<file path="src/rtl/cmp_pkg.sv">
// rtl/cmp_pkg.sv - shared compare-mode encodings, FSM states and mode helpers
// Ports: none (package). Imported by slice_cmp and slice_cmp_unit.
package cmp_pkg;

  // Compare mode encoding (3 bits).
  localparam logic [2:0] CMP_EQ  = 3'd0;
  localparam logic [2:0] CMP_NE  = 3'd1;
  localparam logic [2:0] CMP_LTS = 3'd2;
  localparam logic [2:0] CMP_GES = 3'd3;
  localparam logic [2:0] CMP_LTU = 3'd4;
  localparam logic [2:0] CMP_GEU = 3'd5;
  localparam logic [2:0] CMP_LEZ = 3'd6;
  localparam logic [2:0] CMP_GTZ = 3'd7;

  typedef enum logic [1:0] {
    S_IDLE = 2'd0,
    S_RUN  = 2'd1,
    S_DONE = 2'd2
  } state_t;

  // Signed modes flip the sign bit of the top slice so an unsigned
  // slice compare orders two's-complement values correctly.
  function automatic logic is_signed(input logic [2:0] mode);
    return (mode == CMP_LTS) || (mode == CMP_GES) ||
           (mode == CMP_LEZ) || (mode == CMP_GTZ);
  endfunction

  // Zero modes compare A against 0; operand B is discarded.
  function automatic logic is_zero_mode(input logic [2:0] mode);
    return (mode == CMP_LEZ) || (mode == CMP_GTZ);
  endfunction

  // Map the accumulated eq/lt flags onto the single branch outcome.
  function automatic logic eval_result(input logic [2:0] mode,
                                       input logic       eq,
                                       input logic       lt);
    logic r;
    r = 1'b0;
    case (mode)
      CMP_EQ:  r = eq;
      CMP_NE:  r = !eq;
      CMP_LTS: r = lt;
      CMP_GES: r = !lt;
      CMP_LTU: r = lt;
      CMP_GEU: r = !lt;
      CMP_LEZ: r = lt | eq;
      CMP_GTZ: r = !(lt | eq);
      default: r = 1'b0;
    endcase
    return r;
  endfunction

endpackage

</file>
<file path="src/rtl/slice_cmp.sv">
// rtl/slice_cmp.sv - combinational CHUNK-bit slice comparator
// Ports:
//   slice_a    in  CHUNK  slice of operand A
//   slice_b    in  CHUNK  slice of operand B
//   signed_top in  1      slice holds the operand sign bit and mode is signed
//   diff       out 1      slices differ
//   lt         out 1      slice A orders below slice B (after sign adjustment)
module slice_cmp #(
  parameter int CHUNK = 8
) (
  input  logic [CHUNK-1:0] slice_a,
  input  logic [CHUNK-1:0] slice_b,
  input  logic             signed_top,
  output logic             diff,
  output logic             lt
);

  // Mask of the slice MSB; an XOR keeps this valid even for CHUNK == 1.
  localparam logic [CHUNK-1:0] MSB_MASK = {1'b1, {(CHUNK-1){1'b0}}};

  logic [CHUNK-1:0] adj_a;
  logic [CHUNK-1:0] adj_b;

  always_comb begin
    adj_a = slice_a ^ (signed_top ? MSB_MASK : '0);
    adj_b = slice_b ^ (signed_top ? MSB_MASK : '0);
    // Flipping the same bit on both sides never changes equality.
    diff  = (adj_a != adj_b);
    lt    = (adj_a < adj_b);
  end

endmodule

</file>
<file path="src/rtl/slice_cmp_unit.sv">
// rtl/slice_cmp_unit.sv - multi-cycle slice-serial compare engine (MSB slice first)
// Ports:
//   clk     in  1      clock, rising edge
//   reset   in  1      synchronous active-high reset
//   start   in  1      request, sampled only while ready
//   mode    in  3      compare mode, latched with start
//   a       in  WIDTH  operand A, latched with start
//   b       in  WIDTH  operand B, latched with start (zero modes use 0)
//   ready   out 1      idle, able to accept start
//   busy    out 1      running or presenting a result
//   done    out 1      one-cycle pulse, result/eq_o/lt_o valid
//   result  out 1      mode-evaluated outcome, held until next done
//   eq_o    out 1      a == b, held until next done
//   lt_o    out 1      a < b (signed/unsigned per mode), held until next done
module slice_cmp_unit #(
  parameter int WIDTH      = 32,
  parameter int CHUNK      = 8,
  parameter int EARLY_EXIT = 1
) (
  input  logic             clk,
  input  logic             reset,
  input  logic             start,
  input  logic [2:0]       mode,
  input  logic [WIDTH-1:0] a,
  input  logic [WIDTH-1:0] b,
  output logic             ready,
  output logic             busy,
  output logic             done,
  output logic             result,
  output logic             eq_o,
  output logic             lt_o
);

  import cmp_pkg::*;

  localparam int NSLICE = WIDTH / CHUNK;
  localparam int IDXW   = (NSLICE > 1) ? $clog2(NSLICE) : 1;
  localparam logic [IDXW-1:0] TOP_IDX = IDXW'(NSLICE - 1);

  generate
    if ((WIDTH % CHUNK) != 0 || NSLICE < 1) begin : g_bad_params
      $error("slice_cmp_unit: WIDTH must be a non-zero multiple of CHUNK");
    end
  endgenerate

  state_t           state_q,   state_d;
  logic [WIDTH-1:0] a_q,       a_d;
  logic [WIDTH-1:0] b_q,       b_d;
  logic [2:0]       mode_q,    mode_d;
  logic [IDXW-1:0]  idx_q,     idx_d;
  logic             decided_q, decided_d;
  logic             lt_acc_q,  lt_acc_d;
  logic             result_q,  result_d;
  logic             eq_q,      eq_d;
  logic             lt_q,      lt_d;

  logic [CHUNK-1:0] cur_a;
  logic [CHUNK-1:0] cur_b;
  logic             cur_signed_top;
  logic             cur_diff;
  logic             cur_lt;
  logic             first_diff;
  logic             last_slice;
  logic             fin_eq;
  logic             fin_lt;

  // Slice currently under compare; b_q is already zero for zero modes.
  always_comb begin
    cur_a          = a_q[idx_q*CHUNK +: CHUNK];
    cur_b          = b_q[idx_q*CHUNK +: CHUNK];
    cur_signed_top = is_signed(mode_q) && (idx_q == TOP_IDX);
  end

  slice_cmp #(
    .CHUNK (CHUNK)
  ) u_slice_cmp (
    .slice_a    (cur_a),
    .slice_b    (cur_b),
    .signed_top (cur_signed_top),
    .diff       (cur_diff),
    .lt         (cur_lt)
  );

  // The most significant differing slice decides ordering; later slices
  // only matter for equality, which is already false once decided.
  always_comb begin
    first_diff = cur_diff && !decided_q;
    last_slice = (idx_q == '0);
    fin_eq     = !(decided_q || cur_diff);
    fin_lt     = first_diff ? cur_lt : lt_acc_q;
  end

  always_comb begin
    state_d   = state_q;
    a_d       = a_q;
    b_d       = b_q;
    mode_d    = mode_q;
    idx_d     = idx_q;
    decided_d = decided_q;
    lt_acc_d  = lt_acc_q;
    result_d  = result_q;
    eq_d      = eq_q;
    lt_d      = lt_q;

    unique case (state_q)
      S_IDLE: begin
        if (start) begin
          a_d       = a;
          b_d       = is_zero_mode(mode) ? '0 : b;
          mode_d    = mode;
          idx_d     = TOP_IDX;
          decided_d = 1'b0;
          lt_acc_d  = 1'b0;
          state_d   = S_RUN;
        end
      end

      S_RUN: begin
        if (first_diff) begin
          decided_d = 1'b1;
          lt_acc_d  = cur_lt;
        end
        if (last_slice || ((EARLY_EXIT != 0) && first_diff)) begin
          // Held outputs change only here, on entry to DONE.
          eq_d     = fin_eq;
          lt_d     = fin_lt;
          result_d = eval_result(mode_q, fin_eq, fin_lt);
          state_d  = S_DONE;
        end else begin
          idx_d = idx_q - 1'b1;
        end
      end

      S_DONE: begin
        state_d = S_IDLE;
      end

      default: begin
        state_d = S_IDLE;
      end
    endcase
  end

  always_ff @(posedge clk) begin
    if (reset) begin
      state_q   <= S_IDLE;
      a_q       <= '0;
      b_q       <= '0;
      mode_q    <= '0;
      idx_q     <= '0;
      decided_q <= 1'b0;
      lt_acc_q  <= 1'b0;
      result_q  <= 1'b0;
      eq_q      <= 1'b0;
      lt_q      <= 1'b0;
    end else begin
      state_q   <= state_d;
      a_q       <= a_d;
      b_q       <= b_d;
      mode_q    <= mode_d;
      idx_q     <= idx_d;
      decided_q <= decided_d;
      lt_acc_q  <= lt_acc_d;
      result_q  <= result_d;
      eq_q      <= eq_d;
      lt_q      <= lt_d;
    end
  end

  assign ready  = (state_q == S_IDLE);
  assign busy   = (state_q == S_RUN) || (state_q == S_DONE);
  assign done   = (state_q == S_DONE);
  assign result = result_q;
  assign eq_o   = eq_q;
  assign lt_o   = lt_q;

endmodule

</file>
<file path="config.mk">
export PLATFORM = sky130hd
export DESIGN_NAME = slice_cmp_unit
export DESIGN_NICKNAME = d
export VERILOG_FILES = /design/src/rtl/cmp_pkg.sv /design/src/rtl/slice_cmp.sv /design/src/rtl/slice_cmp_unit.sv
export SDC_FILE = /design/constraint.sdc
export NUM_CORES = 1
export LEC_CHECK = 0
export BUFFER_PORTS_ARGS = -buffer_cell sky130_fd_sc_hd__buf_2
export CAP_MARGIN = 5
export CORE_MARGIN = 2
export CORE_UTILIZATION = 45
export CTS_CLUSTER_DIAMETER = 100
export DETAILED_ROUTE_END_ITERATION = 10
export PLACE_DENSITY = 0.68
export SLEW_MARGIN = 10
export SYNTH_ARGS = -nofsm -noshare
export SYNTH_HDL_FRONTEND = slang
export SYNTH_SLANG_ARGS = --single-unit
</file>
<file path="constraint.sdc">
create_clock -name clk -period 4.1 [get_ports clk]
set_clock_uncertainty 0.2 [all_clocks]
set_input_delay 0.615 -clock clk [delete_from_list [all_inputs] [get_ports clk]]
set_output_delay 0.615 -clock clk [all_outputs]
set_load 0.05 [all_outputs]
</file>
==> impl_metrics.json <==
{
  "fmax_mhz": 300,
  "post-synth-top-count-cell": "nand2_1",
  "yosysTopAreaCell": "dfxtp_1",
  "grt-ovfl-total": 0,
  "syn_inst": 389,
  "crit_buf_inv": 1,
  "yosysUniqueCellTypes": 42,
  "num_vias": 2912,
  "netlist_area_um2": 3450,
  "crit_path_start_kind": "register",
  "min_path_type": "reg2reg",
  "finalCriticalPeriod_ps": 3330,
  "ys_ff_latch": 76,
  "cts_tree": "built",
  "antenna_found_initial": 0,
  "clock_latency_ps": 350,
  "synth_edf_count": 0,
  "start_util": 0.470,
  "io_pins": 76,
  "drt_wl_total_mm": 8.06,
  "drc": 0,
  "synth_common_cells": "nand2_1 (82), dfxtp_1 (76), a21oi_1 (45)",
  "synth_top_family_by_area": "compound AO/OA/AOI/OAI gates",
  "syn_to_final_growth_pct": 19.4,
  "grt_max_degree": 44,
  "wl_per_cell_um": 14.6,
  "worstPathArrival_ps": 3350,
  "synth.top_cell.area_share": 0.441,
  "crit_required_ps": 4110,
  "setup_viol": 0,
  "synthAdderAreaFrac": 0.0472,
  "synth_nets": 472,
  "post-route-period-util": 0.813,
  "fp.dieArea_um2": 8380,
  "synthMuxAreaShare": 0.105,
  "maxCapViolCount": 0,
  "post_cts_resized": 0,
  "nFillCells": 690,
  "clkPwrFrac": 0.292,
  "postCtsSetupBuffers": 0,
  "synth_xor_area_frac": 0.00762,
  "synth_ff_type": "dfxtp_1",
  "cp_cell_sequence": "buf_4, mux4_2, xor2_1, ha_1, a211oi_1, o21ai_1, or3_1, o211ai_1, nor2b_1, nor4_2",
  "regArea_um2": 1520,
  "ys_warn_count": 0,
  "p_int_w": 0.00156,
  "p_leak_nw": 1.68,
  "clockBufferDepth": 2,
  "multi_input_area_um2": 1760,
  "ant_nets": 0,
  "rows": 31,
  "critical_path.max_stage_delay_ps": 670,
  "chipHeight_um": 91.5,
  "irDropWorstVdd_mv": 0.284,
  "endpoint_kind": "register",
  "relSlewSlack": 0.278,
  "dp_hpwl_mm": 5.80,
  "grt_pass1_wl_mm": 13.4,
  "htree_levels": 3,
  "dp_cells": 538,
  "p_switching_w": 0.000823,
  "drtPass1Iterations": 4,
  "clockRootBuffer": "clkbuf_8",
  "first_global_vias": 2875,
  "avgSynthCellArea_um2": 8.86,
  "criticalPathCategory": "reg2reg",
  "port_buffers": 75,
  "gp_congestion": 0.791,
  "n_antenna_cell": 0,
  "final_cells": 554,
  "die_x_um": 91.5,
  "grt_util_all_layers": 0.202,
  "synth-async-reset-ratio": 0,
  "p_seq_frac": 0.378,
  "viasPerCell": 5.26,
  "core_area_um2": 7330,
  "tightestPinTransition_ps": 1080,
  "synth-seq-area-share": 0.441,
  "rsz0062_at_grt": "no",
  "drt_iter0_markers": 167,
  "cts_made_buffers": 9,
  "clkTransAtPathRegs_ps": 80,
  "cpMaxStageDelayCell": "dfxtp_1",
  "final_nets": 533,
  "cts_hold_buf": 0,
  "switching_share": 0.346,
  "drive_above_1_share": 0.262,
  "synth-compound-area-share": 0.185,
  "slew_violations": 0,
  "synth-simple-area-share": 0.165,
  "power_frac_comb": 0.330,
  "numClockSinks": 76,
  "cp_top_family": "flip-flops",
  "finalHoldViolCount": 0,
  "crit_fanout": 10,
  "ys_top_cells_by_area": "dfxtp_1 (44%), mux4_2 (10%), nand2_1 (8.9%)",
  "tns_ps": 0,
  "status": "finished, final reports clean",
  "cellPowerDensity_nw_per_um2": 578
}
==> kinds of logic after synthesis <==
| logic type | after synthesis |
|---|---|
| simple gates | 138 |
| flops | 76 |
| compound gates | 100 |
| fa+ha+maj | 13 |
| mux | 16 |
| xor+xnor | 3 |
| buf+inv | 43 |
==> power by group through the flow <==
stage               logic, W  clock network, W  registers (W)
floorplan           0.000624                 0       0.000905
global placement    0.000770                 0       0.000911
detailed placement  0.000790                 0       0.000915
CTS                 0.000791          0.000704       0.000898
global route        0.000879          0.000740       0.000910
finish              0.000786          0.000695       0.000899
==> area by class of cell <==
type | count | area share
multi-input combinational | 270 | 0.428
inverter | 13 | 0.0119
tap | 99 | 0.0301
sequential | 76 | 0.370
clock buffer | 9 | 0.0301
clock inverter | 7 | 0.0301
timing repair buffer | 80 | 0.100
==> metal layers <==
layer	wire, um	track usage
met1	3740	0.263
met2	3830	0.325
met3	374	0.0506
met4	120	0.0720
met5	0	0
==> cell usage in the layout (no fill, tap or decap), types with 3 or more instances in the layout <==
cell type	synthesis	final
buf_4	0	5
nand2_1	82	81
a22oi_1	32	32
a21oi_1	45	44
inv_1	13	13
ha_1	13	13
buf_2	8	75
dfxtp_1	76	76
o21ai_0	6	6
mux4_2	16	16
bufinv_16	0	3
clkbuf_8	0	9
nor2_1	41	41
==> sequential cells by signal, indices dropped and copies added (netlist names), 2 cells and up <==
register,count
a_q,32
b_q,32
idx_q,2
mode_q,3
state_q,2
==> worst register-to-register path, delay by kind of cell (launching register included) <==
family          cells  cell delay (ps)
flops               1              670
xor+xnor            1              160
fa+ha+maj           1              320
buf+inv             1              290
simple gates        3              590
mux                 1              330
compound gates      3              640
==> worst paths after layout <==
check | depth (start not counted) | slack [ps] | end | from
max reg2reg | 10 | 770 | result | idx_q[1]
min | 2 | 260 | a_q[27] | a_q[27]
min reg2reg | 2 | 260 | a_q[27] | a_q[27]
max | 10 | 770 | result | idx_q[1]
==> metrics by stage <==
| step | power, W | instance area [um^2] | utilization | setup WS [ps] | hold slack, ps |
|---|---|---|---|---|---|
| 3_3_place_gp | 0.00168 | 3870 | 0.528 | 882 | 241 |
| 6_report | 0.00238 | 4120 | 0.561 | 765 | 261 |
| 5_1_grt | 0.00253 | 4120 | 0.561 | 622 | 278 |
| 3_5_place_dp | 0.00170 | 3870 | 0.528 | 779 | 248 |
| 4_1_cts | 0.00239 | 4120 | 0.561 | 786 | 259 |
| 2_1_floorplan | 0.00153 | 3450 | - | 1050 | 233 |
Power figures use the tool's default switching activity.
